$ cat src/rtl/mem_arbiter.sv
// Round-robin arbiter sharing one single-port memory between instruction fetch and data ports.
// Grant in IDLE, MEM_LAT enabled cycles in ACCESS, one-cycle valid pulse in RESP; all outputs registered.
module mem_arbiter #(
  parameter int ADDR_W  = 32,
  parameter int DATA_W  = 32,
  parameter int MEM_LAT = 2
) (
  input  logic              clk,
  input  logic              rst,
  input  logic              i_req,
  input  logic [ADDR_W-1:0] i_addr,
  output logic              i_valid,
  output logic [DATA_W-1:0] i_rdata,
  input  logic              d_req,
  input  logic              d_we,
  input  logic [ADDR_W-1:0] d_addr,
  input  logic [DATA_W-1:0] d_wdata,
  output logic              d_valid,
  output logic [DATA_W-1:0] d_rdata,
  output logic              mem_en,
  output logic              mem_we,
  output logic [ADDR_W-1:0] mem_addr,
  output logic [DATA_W-1:0] mem_wdata,
  input  logic [DATA_W-1:0] mem_rdata
);

  typedef enum logic [1:0] {
    S_IDLE   = 2'd0,
    S_ACCESS = 2'd1,
    S_RESP   = 2'd2
  } state_t;

  localparam logic       OWN_I = 1'b0;
  localparam logic       OWN_D = 1'b1;
  localparam logic [3:0] LAT   = 4'(MEM_LAT);

  state_t            state_q;
  logic              owner_q;
  logic              last_grant_q;
  logic [3:0]        cnt_q;
  logic              mem_en_q;
  logic              mem_we_q;
  logic [ADDR_W-1:0] mem_addr_q;
  logic [DATA_W-1:0] mem_wdata_q;
  logic              i_valid_q;
  logic              d_valid_q;
  logic [DATA_W-1:0] i_rdata_q;
  logic [DATA_W-1:0] d_rdata_q;
  logic              owner_d;

  // On a tie the requester that did not win last time gets the memory.
  always_comb begin
    owner_d = OWN_I;
    if (d_req && (!i_req || last_grant_q == OWN_I)) begin
      owner_d = OWN_D;
    end
  end

  always_ff @(posedge clk or posedge rst) begin
    if (rst) begin
      state_q      <= S_IDLE;
      owner_q      <= OWN_I;
      last_grant_q <= OWN_D;
      cnt_q        <= 4'd0;
      mem_en_q     <= 1'b0;
      mem_we_q     <= 1'b0;
      mem_addr_q   <= '0;
      mem_wdata_q  <= '0;
      i_valid_q    <= 1'b0;
      d_valid_q    <= 1'b0;
      i_rdata_q    <= '0;
      d_rdata_q    <= '0;
    end else begin
      i_valid_q <= 1'b0;
      d_valid_q <= 1'b0;
      case (state_q)
        S_IDLE: begin
          if (i_req || d_req) begin
            owner_q      <= owner_d;
            last_grant_q <= owner_d;
            mem_addr_q   <= (owner_d == OWN_D) ? d_addr : i_addr;
            mem_wdata_q  <= (owner_d == OWN_D) ? d_wdata : '0;
            mem_we_q     <= (owner_d == OWN_D) && d_we;
            mem_en_q     <= 1'b1;
            cnt_q        <= 4'd1;
            state_q      <= S_ACCESS;
          end
        end
        S_ACCESS: begin
          cnt_q <= cnt_q + 4'd1;
          if (cnt_q == LAT) begin
            // Read data is only valid in the last enabled cycle; writes keep d_rdata.
            if (owner_q == OWN_I) begin
              i_rdata_q <= mem_rdata;
            end else if (!mem_we_q) begin
              d_rdata_q <= mem_rdata;
            end
            mem_en_q  <= 1'b0;
            mem_we_q  <= 1'b0;
            i_valid_q <= (owner_q == OWN_I);
            d_valid_q <= (owner_q == OWN_D);
            state_q   <= S_RESP;
          end
        end
        S_RESP: begin
          state_q <= S_IDLE;
        end
        default: begin
          state_q <= S_IDLE;
        end
      endcase
    end
  end

  assign i_valid   = i_valid_q;
  assign i_rdata   = i_rdata_q;
  assign d_valid   = d_valid_q;
  assign d_rdata   = d_rdata_q;
  assign mem_en    = mem_en_q;
  assign mem_we    = mem_we_q;
  assign mem_addr  = mem_addr_q;
  assign mem_wdata = mem_wdata_q;

endmodule

$ cat config.mk
export PLATFORM = sky130hd
export DESIGN_NAME = mem_arbiter
export DESIGN_NICKNAME = d
export VERILOG_FILES = /design/src/rtl/mem_arbiter.sv
export SDC_FILE = /design/constraint.sdc
export NUM_CORES = 1
export LEC_CHECK = 0
export ABC_AREA = 1
export CORE_MARGIN = 3
export CORE_UTILIZATION = 45
export CTS_CLUSTER_DIAMETER = 60
export DETAILED_ROUTE_END_ITERATION = 10
export DONT_BUFFER_PORTS = 1
export MAX_ROUTING_LAYER = met4
export PLACE_DENSITY = 0.73
export REMOVE_ABC_BUFFERS = 1
export SYNTH_ARGS = -nofsm -noshare
export SYNTH_HDL_FRONTEND = slang
export SYNTH_SLANG_ARGS = --single-unit
$ cat constraint.sdc
create_clock -name clk -period 4.6 [get_ports clk]
set_input_delay 0.69 -clock clk [delete_from_list [all_inputs] [get_ports clk]]
set_output_delay 0.69 -clock clk [all_outputs]
set_load 0.01 [all_outputs]
==> run summary <==
Outcome - completed
Critical path's slowest cell - nand3_2
DRT antenna net count - 0
Vias in the first global route - 4,572
CP Max Fanout - 68
Worst-Skew Late Latency - 0.41 ns
Final period demand of the worst path - 2.639 ns
Finished layout cell area - 6660 um2
Vias/cell - 5.314
Final Util - 0.5152
Flops & latches, synth - 140
Netlist cell types - 21
CP peak stage delay - 0.83 ns
Req. time, crit path - 4.89 ns
Post-Synthesis Cells - 721
First drt pass iteration count - 6
Synthesized area per cell - 8.448 um2
Hold/Removal Path Class - primary input to asynchronous set/reset pin
CTS buffer count - 17
Slew Viols, Final - 0
Overall Global Routing Usage - 0.2035
WP data arrival - 2.93 ns
CTS Sinks - 140
Die span in x - 122.3 um
Overflow left after global routing - 0
Clock transition at the registers of the reported paths - 0.06 ns
Critical path endpoint category - flip-flop
Syn-to-layout area delta - 9.347%
Largest net degree at the start of global routing - 115
Max-slew headroom at the worst pin - 0.1794
Initial antenna violation count - 0
LEAKAGE - 3.482 nW
Post-DP HPWL - 10,610 um
Peak Freq - 0.3789 GHz
Post-CTS sizing - 0
Critical-path cell list - inv_2 -> nand2_2 -> inv_2 -> nand3_2 -> nand2_1 -> nand2_1
Worst slew pin tran - 1.230 ns
Pwr/cell area - 805.1 nW/um2
Commonest cells after routing, fill and taps aside - nand2_1, dfrtp_1, nand4_1, nor2_1, inv_1
Ys Warns - 0
Most common cell after layout, fill and taps aside - nand2_1
Sequential area share after synthesis - 0.5754
Final period util - 0.5738
Finish-stage setup viols - 0
DRC violations left - 0
CTS tree - done
Vias - 4,687
GPL Wtd Cong - 0.7856
Final hold violations - 0
RSZ-0062 raised after global routing - no
Final #Nets - 834
Post-DP Area - 6055 um2
Area share of the largest cell type after synthesis - 0.5711
Top Ports - 265
Diodes inserted - 0
Ranking of synthesized cells by area - dfrtp_1, nand2_1, nand4_1
Setup TNS - 0 ns
Hold WS - 0.3698 ns
Kind of critical path - flip-flop to flip-flop
Power, Total - 0.005362 W
CTS Buffer Depth - 2
Wire per inst - 17.10 um
Routed wire length - 15,080 um
Mapped Area - 6091 um2
Maxcap violations - 0
Die H - 122.3 um
Site row count - 41
Buf/Inv on CP - 2
Setup Skew - 0.007218 ns
Max VDD drop - 0.3660 mV
Root Driver - clkbuf_16
Core area - 12,930 um2
I/O Buffers - 0
Starting DRC count in detailed routing - 354
Initial Util - 0.4712
Cell taking the most area after synthesis - dfrtp_1
Setup crit start kind - flip-flop
H-tree depth - 4
Layout cell share with drive strength beyond 1 - 0.07042
Die area - 14,970 um2
First-pass GRT wire length - 23,000 um
Post-CTS setup repair buffer count - 0
Delay-heaviest family, CP - simple AND/OR/NAND/NOR gates
Post-CTS Hold Buffers - 0
## cell type report
| type | instances | area (um2) |
|---|---|---|
| timing repair buffer | 5 | 37.54 |
| clock buffer | 21 | 470.5 |
| tap | 172 | 215.2 |
| clock inverter | 9 | 135.1 |
| inverter | 43 | 166.4 |
| sequential | 140 | 3505 |
| multi-input combinational | 492 | 2131 |
| fill | 1210 | 6267 |
## logic make-up (layout without fill, tap and decap cells)
group	Yosys count	in the layout	synth area share
buf+inv	89	78	0.07642
simple gates	452	452	0.3122
fa+ha+maj	2	2	0.004108
flops	140	140	0.5754
compound gates	38	38	0.03184
## through the flow
stage,cells,worst slack [ns]
after floorplan,675,0.1588
after CTS,882,1.970
after global routing,882,1.725
final,882,1.961
after detailed placement,852,2.017
after global placement,852,2.149
## Yosys cell counts, drive strengths merged
master,number
buf,40
nand2,339
dfrtp,139
dfstp,1
ha,2
nand3,6
inv,43
clkbuf,6
o21ai,38
nor2,42
nand4,65
## layer usage
layer,GRT usage,wire length [um]
met5,-,0
met3,0.08295,1776
met2,0.3291,7469
met4,0.07348,199
met1,0.2282,5637
## registers in the layout (all words and copies together) (netlist names)
signal and cells:
d_rdata 32, mem_wdata 32, mem_addr 32, mem_en 1, mem_we 1, d_valid 1, i_valid 1, i_rdata 32
last_grant_q 1, state_q 2, cnt_q 4, owner_q 1
## report_power, final
group | internal (W) | total [W] | leakage (nW) | switching, W
logic | 0.000397 | 0.00135 | 1.48 | 0.000952
clock network | 0.000893 | 0.00140 | 0.288 | 0.000505
registers | 0.00185 | 0.00262 | 1.72 | 0.000769
## worst reg2reg max path, cell delays in order, from the launching register on
cell	delay, ns
dfrtp_1	0.38
inv_2	0.06
nand2_2	0.08
inv_2	0.77
nand3_2	0.84
nand2_1	0.29
nand2_1	0.08
## worst paths after layout
path / from / endpoint / slack [ns] / cells past startpoint
setup reg to reg: state_q[1]$_DFFE_PP0P_ / d_rdata[20]$_DFFE_PP0P_ / 1.96 / 6
hold / removal: rst / mem_wdata[10]$_DFFE_PP0P_ / 0.37 / 1
max in group asynchronous: rst / mem_addr[8]$_DFFE_PP0P_ / 3.26 / 2
min in group clk: d_wdata[13] / mem_wdata[13]$_DFFE_PP0P_ / 0.39 / 2
setup / recovery: state_q[1]$_DFFE_PP0P_ / d_rdata[20]$_DFFE_PP0P_ / 1.96 / 6
hold reg to reg: last_grant_q$_DFFE_PP1P_ / last_grant_q$_DFFE_PP1P_ / 0.47 / 2
No activity file was read; power rests on OpenSTA's default activity.
